### src/rtl/wb_protocol_monitor.sv
// Passive Wishbone classic-cycle monitor: registered per-rule violation flags,
// first-error capture and transfer statistics for the SDRAM controller bus.
//
// state | meaning
// ------+------------------------------------------------------------
// IDLE  | no transfer outstanding; zero-wait transfers complete here
// WAIT  | strobe accepted, waiting for ack/err/rty; request captured
module wb_protocol_monitor #(
    parameter int AW      = 32,
    parameter int DW      = 32,
    parameter int TIMEOUT = 256,
    parameter int CNT_W   = 16
) (
    input  logic              wb_clk_i,
    input  logic              sdram_resetn,
    input  logic              wb_rst_i,
    input  logic              wb_cyc_i,
    input  logic              wb_stb_i,
    input  logic              wb_we_i,
    input  logic [AW-1:0]     wb_addr_i,
    input  logic [DW/8-1:0]   wb_sel_i,
    input  logic [DW-1:0]     wb_dat_i,
    input  logic              wb_ack_o,
    input  logic              wb_err_o,
    input  logic              wb_rty_o,
    input  logic              err_clr,
    output logic [6:0]        err_vec,
    output logic              err_any,
    output logic [CNT_W-1:0]  err_cnt,
    output logic [2:0]        first_err_rule,
    output logic [AW-1:0]     first_err_adr,
    output logic [CNT_W-1:0]  txn_cnt,
    output logic [CNT_W-1:0]  abort_cnt,
    output logic [CNT_W-1:0]  max_lat
);

    localparam int SW = DW / 8;
    localparam int WW = $clog2(TIMEOUT + 1);
    localparam int LW = (WW > CNT_W) ? WW : CNT_W;

    localparam logic [0:0] S_IDLE = 1'b0;
    localparam logic [0:0] S_WAIT = 1'b1;

    localparam logic [CNT_W-1:0] CNT_MAX  = '1;
    localparam logic [WW-1:0]    WAIT_MAX = WW'(TIMEOUT);
    localparam logic [WW-1:0]    WAIT_PRE = WW'(TIMEOUT - 1);

    logic [0:0]    state;
    logic          rst_q;
    logic [AW-1:0] cap_adr;
    logic          cap_we;
    logic [SW-1:0] cap_sel;
    logic [DW-1:0] cap_dat;
    logic [WW-1:0] wait_cnt;

    logic          term;
    logic          req;
    logic          in_wait;
    logic          stay;
    logic          viol;
    logic [6:0]    rule;
    logic [LW-1:0] wait_ext;
    logic [LW-1:0] max_ext;

    function automatic logic [CNT_W-1:0] sat_inc(input logic [CNT_W-1:0] c);
        return (c == CNT_MAX) ? c : c + CNT_W'(1);
    endfunction

    function automatic logic [2:0] lowest_rule(input logic [6:0] r);
        logic [2:0] idx;
        idx = 3'd0;
        for (int i = 6; i >= 0; i--) begin
            if (r[i]) idx = 3'(i);
        end
        return idx;
    endfunction

    assign term    = wb_ack_o | wb_err_o | wb_rty_o;
    assign req     = wb_cyc_i & wb_stb_i;
    assign in_wait = (state == S_WAIT);
    // The cycle in which WAIT neither exits nor ends: the wait counter advances.
    assign stay    = in_wait & ~wb_rst_i & wb_cyc_i & ~term & wb_stb_i;
    assign viol    = |rule;
    assign err_any = |err_vec;

    assign wait_ext = LW'(wait_cnt);
    assign max_ext  = LW'(max_lat);

    always_comb begin
        rule    = 7'd0;
        rule[0] = wb_rst_i & rst_q & (wb_cyc_i | wb_stb_i);
        rule[1] = wb_stb_i & ~wb_cyc_i;
        rule[2] = term & ~req;
        rule[3] = (wb_ack_o & wb_err_o) | (wb_ack_o & wb_rty_o) | (wb_err_o & wb_rty_o);
        rule[4] = in_wait & ((wb_addr_i != cap_adr) || (wb_we_i != cap_we) ||
                             (wb_sel_i != cap_sel) || (cap_we && (wb_dat_i != cap_dat)));
        rule[5] = in_wait & ~wb_stb_i & wb_cyc_i & ~term;
        // Fires only on the step into TIMEOUT; the counter then sits saturated.
        rule[6] = stay & (wait_cnt == WAIT_PRE);
    end

    always_ff @(posedge wb_clk_i or negedge sdram_resetn) begin
        if (!sdram_resetn) begin
            state     <= S_IDLE;
            rst_q     <= 1'b0;
            cap_adr   <= '0;
            cap_we    <= 1'b0;
            cap_sel   <= '0;
            cap_dat   <= '0;
            wait_cnt  <= '0;
            txn_cnt   <= '0;
            abort_cnt <= '0;
            max_lat   <= '0;
        end else begin
            rst_q <= wb_rst_i;
            case (state)
                S_IDLE: begin
                    if (req && term) begin
                        txn_cnt <= sat_inc(txn_cnt);
                    end else if (req && !wb_rst_i) begin
                        state    <= S_WAIT;
                        cap_adr  <= wb_addr_i;
                        cap_we   <= wb_we_i;
                        cap_sel  <= wb_sel_i;
                        cap_dat  <= wb_dat_i;
                        wait_cnt <= WW'(1);
                    end
                end
                S_WAIT: begin
                    if (wb_rst_i) begin
                        state <= S_IDLE;
                    end else if (!wb_cyc_i) begin
                        state     <= S_IDLE;
                        abort_cnt <= sat_inc(abort_cnt);
                    end else if (term) begin
                        state   <= S_IDLE;
                        txn_cnt <= sat_inc(txn_cnt);
                        if (wait_ext > max_ext) begin
                            max_lat <= (wait_ext > LW'(CNT_MAX)) ? CNT_MAX : CNT_W'(wait_ext);
                        end
                    end else if (!wb_stb_i) begin
                        state <= S_IDLE;
                    end else if (wait_cnt != WAIT_MAX) begin
                        wait_cnt <= wait_cnt + WW'(1);
                    end
                end
                default: state <= S_IDLE;
            endcase
        end
    end

    // A violation coinciding with err_clr is recorded as a fresh first error.
    always_ff @(posedge wb_clk_i or negedge sdram_resetn) begin
        if (!sdram_resetn) begin
            err_vec        <= '0;
            err_cnt        <= '0;
            first_err_rule <= '0;
            first_err_adr  <= '0;
        end else if (err_clr) begin
            err_vec <= rule;
            err_cnt <= viol ? CNT_W'(1) : '0;
            if (viol) begin
                first_err_rule <= lowest_rule(rule);
                first_err_adr  <= wb_addr_i;
            end else begin
                first_err_rule <= '0;
                first_err_adr  <= '0;
            end
        end else begin
            err_vec <= err_vec | rule;
            if (viol) begin
                err_cnt <= sat_inc(err_cnt);
                if (err_cnt == '0) begin
                    first_err_rule <= lowest_rule(rule);
                    first_err_adr  <= wb_addr_i;
                end
            end
        end
    end

endmodule

### config.mk
export PLATFORM = sky130hd
export DESIGN_NAME = wb_protocol_monitor
export DESIGN_NICKNAME = d
export VERILOG_FILES = /design/src/rtl/wb_protocol_monitor.sv
export SDC_FILE = /design/constraint.sdc
export NUM_CORES = 1
export LEC_CHECK = 0
export CAP_MARGIN = 0
export CORE_MARGIN = 2
export CORE_UTILIZATION = 35
export CTS_CLUSTER_SIZE = 28
export DETAILED_ROUTE_END_ITERATION = 8
export GPL_TIMING_DRIVEN = 1
export PLACE_DENSITY = 0.62
export SLEW_MARGIN = 20
export SYNTH_ARGS = -nofsm -noshare
export SYNTH_HDL_FRONTEND = slang
export SYNTH_SLANG_ARGS = --single-unit
### constraint.sdc
create_clock -name wb_clk_i -period 2.7 [get_ports wb_clk_i]
set_input_delay 0.675 -clock wb_clk_i [delete_from_list [all_inputs] [get_ports wb_clk_i]]
set_output_delay 0.675 -clock wb_clk_i [all_outputs]
set_load 0.03 [all_outputs]
==> metrics, run 1 <==
share of layout cells above drive strength 1=roughly 22%; Synth Cell Area=about 9000 um2; global-route wire length before repair=roughly 35 mm; H-tree Lvls=4; Syn-to-layout area delta=39.0%; I/O Buffers=around 180; gpl congestion=~0.8; Core Area=about 25000 um2; yosys warns=0; Combinational Power Share=about a quarter; antenna violations before repair=1; Slew Limit Fails=0; Fill cells=2267; Top FF cell, synth=dfrtp_1; vias per cell=roughly 5.0; die width=approximately 160 um; Longest Clk Path Bufs=2; Leak=about 5.4 nW; CP Capture Type=flip-flop; Tmin final=about 2600 ps; vias post-DR=between 6000 and 7000; Arr. time, crit path=just under 3000 ps; pin count of the biggest net entering global routing=52; Max Cap Viol=0; commonest non-fill, non-tap cell in the layout=dfrtp_1; fraction of registers with async set/reset=100%; WL/cell=around 16 um; vias in the first global route=approximately 6800; status=complete, no violations; die area=between 20000 and 30000 um2; die height=163 um; number of detailed-route iterations in the first pass=5; R2R cell count=13; Sw Pwr=about 2.4 mW; Worst-path clk slew=80 ps; worst slew pin tran=between 600 and 700 ps; Initial Utilization=around 36%; Crit Path Category=primary input to flip-flop; maximum clock frequency=a little under 400 MHz; Slew Limit Headroom=between 50% and 60%; commonest non-fill, non-tap cells in the layout=179 x dfrtp_1, 169 x clkdlybuf4s50_1, 78 x buf_4; placed cell area=~12000 um2; Net count, final=1125; Syn Inst Count=780; worst path required time=roughly 3100 ps; Flop pwr share=between 40% and 50%; Num CTS Buffers=17; clk_lat worst skew=about 430 ps; mean post-synth cell area=between 10 and 15 um2; TritonCTS clock tree=yes; GRT Resource Usage Total=16.6%; Int Pwr=approximately 5.2 mW; Sw Share=between 30% and 40%; Final ANT Viol Nets=0; dpl hpwl=between 15 and 20 mm; Netlist cell types=between 60 and 70; Worst setup SP type=primary input; worst clock skew=around 16 ps; CP max FO=17; setup repair after global routing missed its margin=false; worst hold slack=roughly 150 ps; Final setup viols=0; VDD IR max=roughly 0.46 mV; fin util=approximately half; Cell Rows=between 50 and 60; endpoints failing hold=0; IO Count=about 190; DRC viols=0; total wire length=between 20 and 25 mm; First DRT Iteration DRCs=between 400 and 500; flops & latches, synth=roughly 180; global route overflow=0; Clk pwr share=about 33%; total number of clock tree sinks=approximately 180; cell area after layout=12400 um2; total power per unit cell area=slightly above 600 nW/um2; EDFF count, synth=0; Seq/Total Area, Yosys=between 50% and 60%; CTS root buf=clkbuf_16; total chip power=7.62 mW; final period utilization=approximately 96%; Hold Path Class=primary input to async pin
path summary, 6_finish.rpt:
| kind | from | end | slack [ps] |
|---|---|---|---|
| worst max-delay path | wb_stb_i | first_err_rule[0] | 110 |
| worst min-delay path | sdram_resetn | cap_dat[6] | 150 |
| worst max register to register | wait_cnt[1] | err_cnt[10] | 190 |
| worst min register to register | txn_cnt[10] | txn_cnt[10] | 490 |
| max in group asynchronous | sdram_resetn | wait_cnt[4] | 1840 |
| min in group wb_clk_i | txn_cnt[10] | txn_cnt[10] | 490 |
power by group through the flow:
stage / logic (mW) / clock network [mW] / registers, mW
2_1_floorplan: 0.737 / 0 / 3.64
3_3_place_gp: 1.78 / 0 / 3.36
3_5_place_dp: 1.80 / 0 / 3.36
4_1_cts: 1.81 / 2.57 / 3.32
5_1_grt: 1.96 / 2.69 / 3.37
6_report: 1.82 / 2.48 / 3.32
synthesized netlist by cell type (3+ instances only):
cell type	number	area, um2
buf_4	7	52.6
and3_1	8	50.1
o21a_1	4	30.0
a22o_1	31	272
inv_1	25	93.8
and4_1	4	35.0
o21ai_1	6	30.0
or3_1	10	62.6
xor2_1	36	315
a22o_2	3	30.0
o31ai_1	6	45.0
buf_1	5	18.8
buf_12	3	60.1
ha_1	16	200
or4_1	3	22.5
nor2b_1	11	68.8
nor4_1	10	62.6
o21ai_0	10	50.1
o2111ai_1	10	87.6
a311oi_1	9	78.8
nand4_1	38	238
buf_2	6	30.0
xnor2_1	67	587
nand3_1	27	135
nand2_1	34	128
mux2_2	74	833
nor3_1	22	110
clkbuf_1	15	56.3
buf_6	3	33.8
nor2_1	41	154
dfrtp_1	179	4480
a21oi_1	15	75.1
sequential cells by signal (all words and copies together) (netlist names), 7 cells and up:
register,flops
err_cnt,16
txn_cnt,16
max_lat,9
cap_adr,32
first_err_adr,32
abort_cnt,16
wait_cnt,9
err_vec,7
cap_dat,32
final cells by class:
cell class	count	area, um2	share of cell area [%]
Inverter	25	93.8	0.759
Timing Repair Buffer	265	2560	20.7
Clock inverter	14	161	1.31
Tap cell	330	413	3.34
Antenna cell	1	2.50	0.0202
Multi-Input combinational cell	543	4210	34.1
Sequential cell	179	4480	36.2
Clock buffer	18	439	3.55
metal layers:
metal	part of all wire, %	wire (um)	track usage (%)
met5	0	0	0
met4	0.94	206	3.78
met3	6.0	1320	4.95
met2	48	10600	27.4
met1	45	9800	21.4
critical path, stage by stage:
cell	delay, ps
clkdlybuf4s50_1	460
nor2b_1	190
a311o_1	380
or2_1	250
or3_4	350
o21ai_4	90
or2_4	200
clkbuf_16	210
a32o_1	140
through the flow:
stage	worst slack (ps)	setup TNS, ps	cells
final	113	0	1375
after global placement	-620	-46650	1339
after global routing	13.6	0	1375
after CTS	2.32	0	1371
after floorplan	62.5	0	786
after detailed placement	-591	-41440	1339
cells by family after synthesis:
kind of cell	Yosys count	share of synthesized area [%]
buffers and inverters	64	3.88
other	1	0.0421
adder cells (fa/ha/maj)	17	2.38
AND/OR/NAND/NOR	226	13.6
flip-flops	179	50.3
multiplexers	75	9.53
XOR/XNOR	103	10.1
AO/OA/AOI/OAI	115	10.0
repair_timing:
action,in CTS,in global routing
hold buffers,0,0
gates resized for setup,7,24
pin swaps,4,12
gates cloned,0,1
hold endpoints to repair,0,0
setup endpoints to repair,40,42
setup buffers,0,2
(Power assumes the default switching activity.)
==> run 2, diff against run 1 <==
--- a/config.mk
+++ b/config.mk
@@ -6,12 +6,14 @@
 export NUM_CORES = 1
 export LEC_CHECK = 0
 export CAP_MARGIN = 0
+export CELL_PAD_IN_SITES_DETAIL_PLACEMENT = 2
+export CELL_PAD_IN_SITES_GLOBAL_PLACEMENT = 2
 export CORE_MARGIN = 2
-export CORE_UTILIZATION = 35
+export CORE_UTILIZATION = 30
 export CTS_CLUSTER_SIZE = 28
 export DETAILED_ROUTE_END_ITERATION = 8
 export GPL_TIMING_DRIVEN = 1
-export PLACE_DENSITY = 0.62
+export PLACE_DENSITY = 0.78
 export SLEW_MARGIN = 20
 export SYNTH_ARGS = -nofsm -noshare
 export SYNTH_HDL_FRONTEND = slang
==> run 2 against run 1 <==
  * Fmax shrank 3.9%
  * Wire length grew 38%
  * Worst hold slack gained 92 ps
  * Highest routed layer is now met5
  * Combinational power grew 9%
  * Cell area grew 2.8%
  * Sequential cell count is the same
  * Largest power group unchanged
  * Count of clock-buffer cells in the layout is the same
  * Utilization shrank 6.1 points
  * Clock power grew 4%
  * First-iteration DRC count shrank 41%
  * Critical path depth grew 5
  * Total power grew 3.8%
==> metrics, run 2 (synthesized netlist as in run 1, its figures left out) <==
DP Worst Slack=-598 ps; IO Count=roughly 190; pin count of the biggest net entering global routing=68; Post-CTS Hold Fix Bufs=0; Tmin final=between 2000 and 3000 ps; I/O Buffers=around 180; Slew Limit Fails=0; Regs by FF count=cap_adr (32), cap_dat (32), first_err_adr (32); GRT Resource Usage Total=between 20% and 30%; total number of clock tree sinks=between 150 and 200; worst hold slack=about 240 ps; Slew Limit Headroom=a little under half; Worst setup SP type=flip-flop; placed cell area=11700 um2; CTS root buf=clkbuf_16; crit path cell chain=ha_4, nand3_2, nor2_2, ha_2, nor2b_4, o2111a_2, buf_6, nor3_4, nand4b_1, o22ai_4, buf_12, nor2_4, clkbuf_16, a22o_1; Arr. time, crit path=slightly above 3000 ps; Longest Clk Path Bufs=2; Syn-to-layout area delta=42.9%; Final setup viols=0; Inserted Diodes=0; Max Cap Viol=0; Num CTS Buffers=17; endpoints failing hold=0; die height=176 um; status=complete, no violations; gpl congestion=about 0.76; Final Non-Filler Cells=between 1000 and 1500; vias in the first global route=8419; total wire length=around 30 mm; Leak=roughly 5.6 nW; cell area after layout=approximately 13000 um2; Hold Path Class=primary input to async pin; dpl hpwl=~21 mm; Worst-path clk slew=roughly 80 ps; worst slew pin tran=816 ps; Core Area=29400 um2; share of layout cells above drive strength 1=23.4%; die width=~180 um; global-route wire length before repair=just under 50 mm; die area=a little over 30000 um2; global route overflow=0; WL/cell=21.0 um; final period utilization=about 100%; Crit Path Category=flip-flop to flip-flop; vias post-DR=7249; commonest non-fill, non-tap cell in the layout=dfrtp_1; Initial Utilization=between 30% and 40%; DRC viols=0; total chip power=around 8 mW; clk_lat worst skew=440 ps; max incr delay on CP=between 400 and 500 ps; worst path required time=just over 3000 ps; vias per cell=5.01; commonest non-fill, non-tap cells in the layout=179 x dfrtp_1, 158 x clkdlybuf4s50_1, 81 x buf_4; Cell Rows=63; number of detailed-route iterations in the first pass=6; CP max FO=8; Final ANT Viol Nets=0; worst clock skew=roughly 13 ps; placed cells=between 1000 and 1500; setup ws final=around 8.5 ps; VDD IR max=0.346 mV; Net count, final=approximately 1100; TritonCTS clock tree=yes; H-tree Lvls=4; Crit-path slowest cell=dfrtp_1; setup repair after global routing missed its margin=true; Fill cells=between 3000 and 4000; First DRT Iteration DRCs=between 200 and 300; CP Capture Type=flip-flop; antenna violations before repair=1; maximum clock frequency=372 MHz; total power per unit cell area=slightly above 600 nW/um2
[run 2: critical path: cells and delay by family (launching register included)]
kind | cells | cell delay (ps)
buf+inv | 3 | 500
simple gates | 6 | 630
compound gates | 3 | 680
fa+ha+maj | 2 | 370
flops | 1 | 410
[run 2: worst paths after layout]
check / start / endpoint / slack [ps] / depth (start not counted)
hold / removal: sdram_resetn / err_cnt[4] / 240 / 1
max in group asynchronous: sdram_resetn / first_err_adr[1] / 1760 / 2
hold reg to reg: txn_cnt[8] / txn_cnt[8] / 500 / 1
min in group wb_clk_i: txn_cnt[8] / txn_cnt[8] / 500 / 1
setup / recovery: wait_cnt[1] / first_err_adr[15] / 9 / 14
setup reg to reg: wait_cnt[1] / first_err_adr[15] / 9 / 14
[run 2: repair_timing]
action                                  4_1_cts  5_1_grt
buffers inserted                              8        5
endpoints found under the setup margin       44       45
gates resized for setup                      26       35
pin swaps                                    13       26
cloned                                        5        1
[run 2: layout make-up]
class	instances	area, um2	area share (%)
flip-flops and latches	179	4480	35.2
multi-input cells	545	4310	33.9
repair buffers	275	2750	21.6
well taps	390	488	3.84
clock buffers	18	429	3.37
clock inverters	14	163	1.28
inverters	25	93.8	0.738
[run 2: where the power goes]
group	switching (mW)	total [mW]	internal, mW
clock	1.25	2.57	1.32
sequential	0.301	3.35	3.04
combinational	1.02	1.99	0.972
[run 2: stage by stage]
step | setup TNS (ps) | util, %
4_1_cts | 0 | 42.7
2_1_floorplan | 0 | -
5_1_grt | -1140 | 43.3
3_3_place_gp | -36750 | 39.8
3_5_place_dp | -44940 | 39.8
6_report | 0 | 43.3
[run 2: metal layers]
metal	up-vias	share of wire [%]	GRT usage (%)
li1	3344	-	-
met2	122	53	36.2
met4	2	0.93	4.17
met3	20	4.6	5.00
met1	3761	41	24.0
met5	-	0.043	0
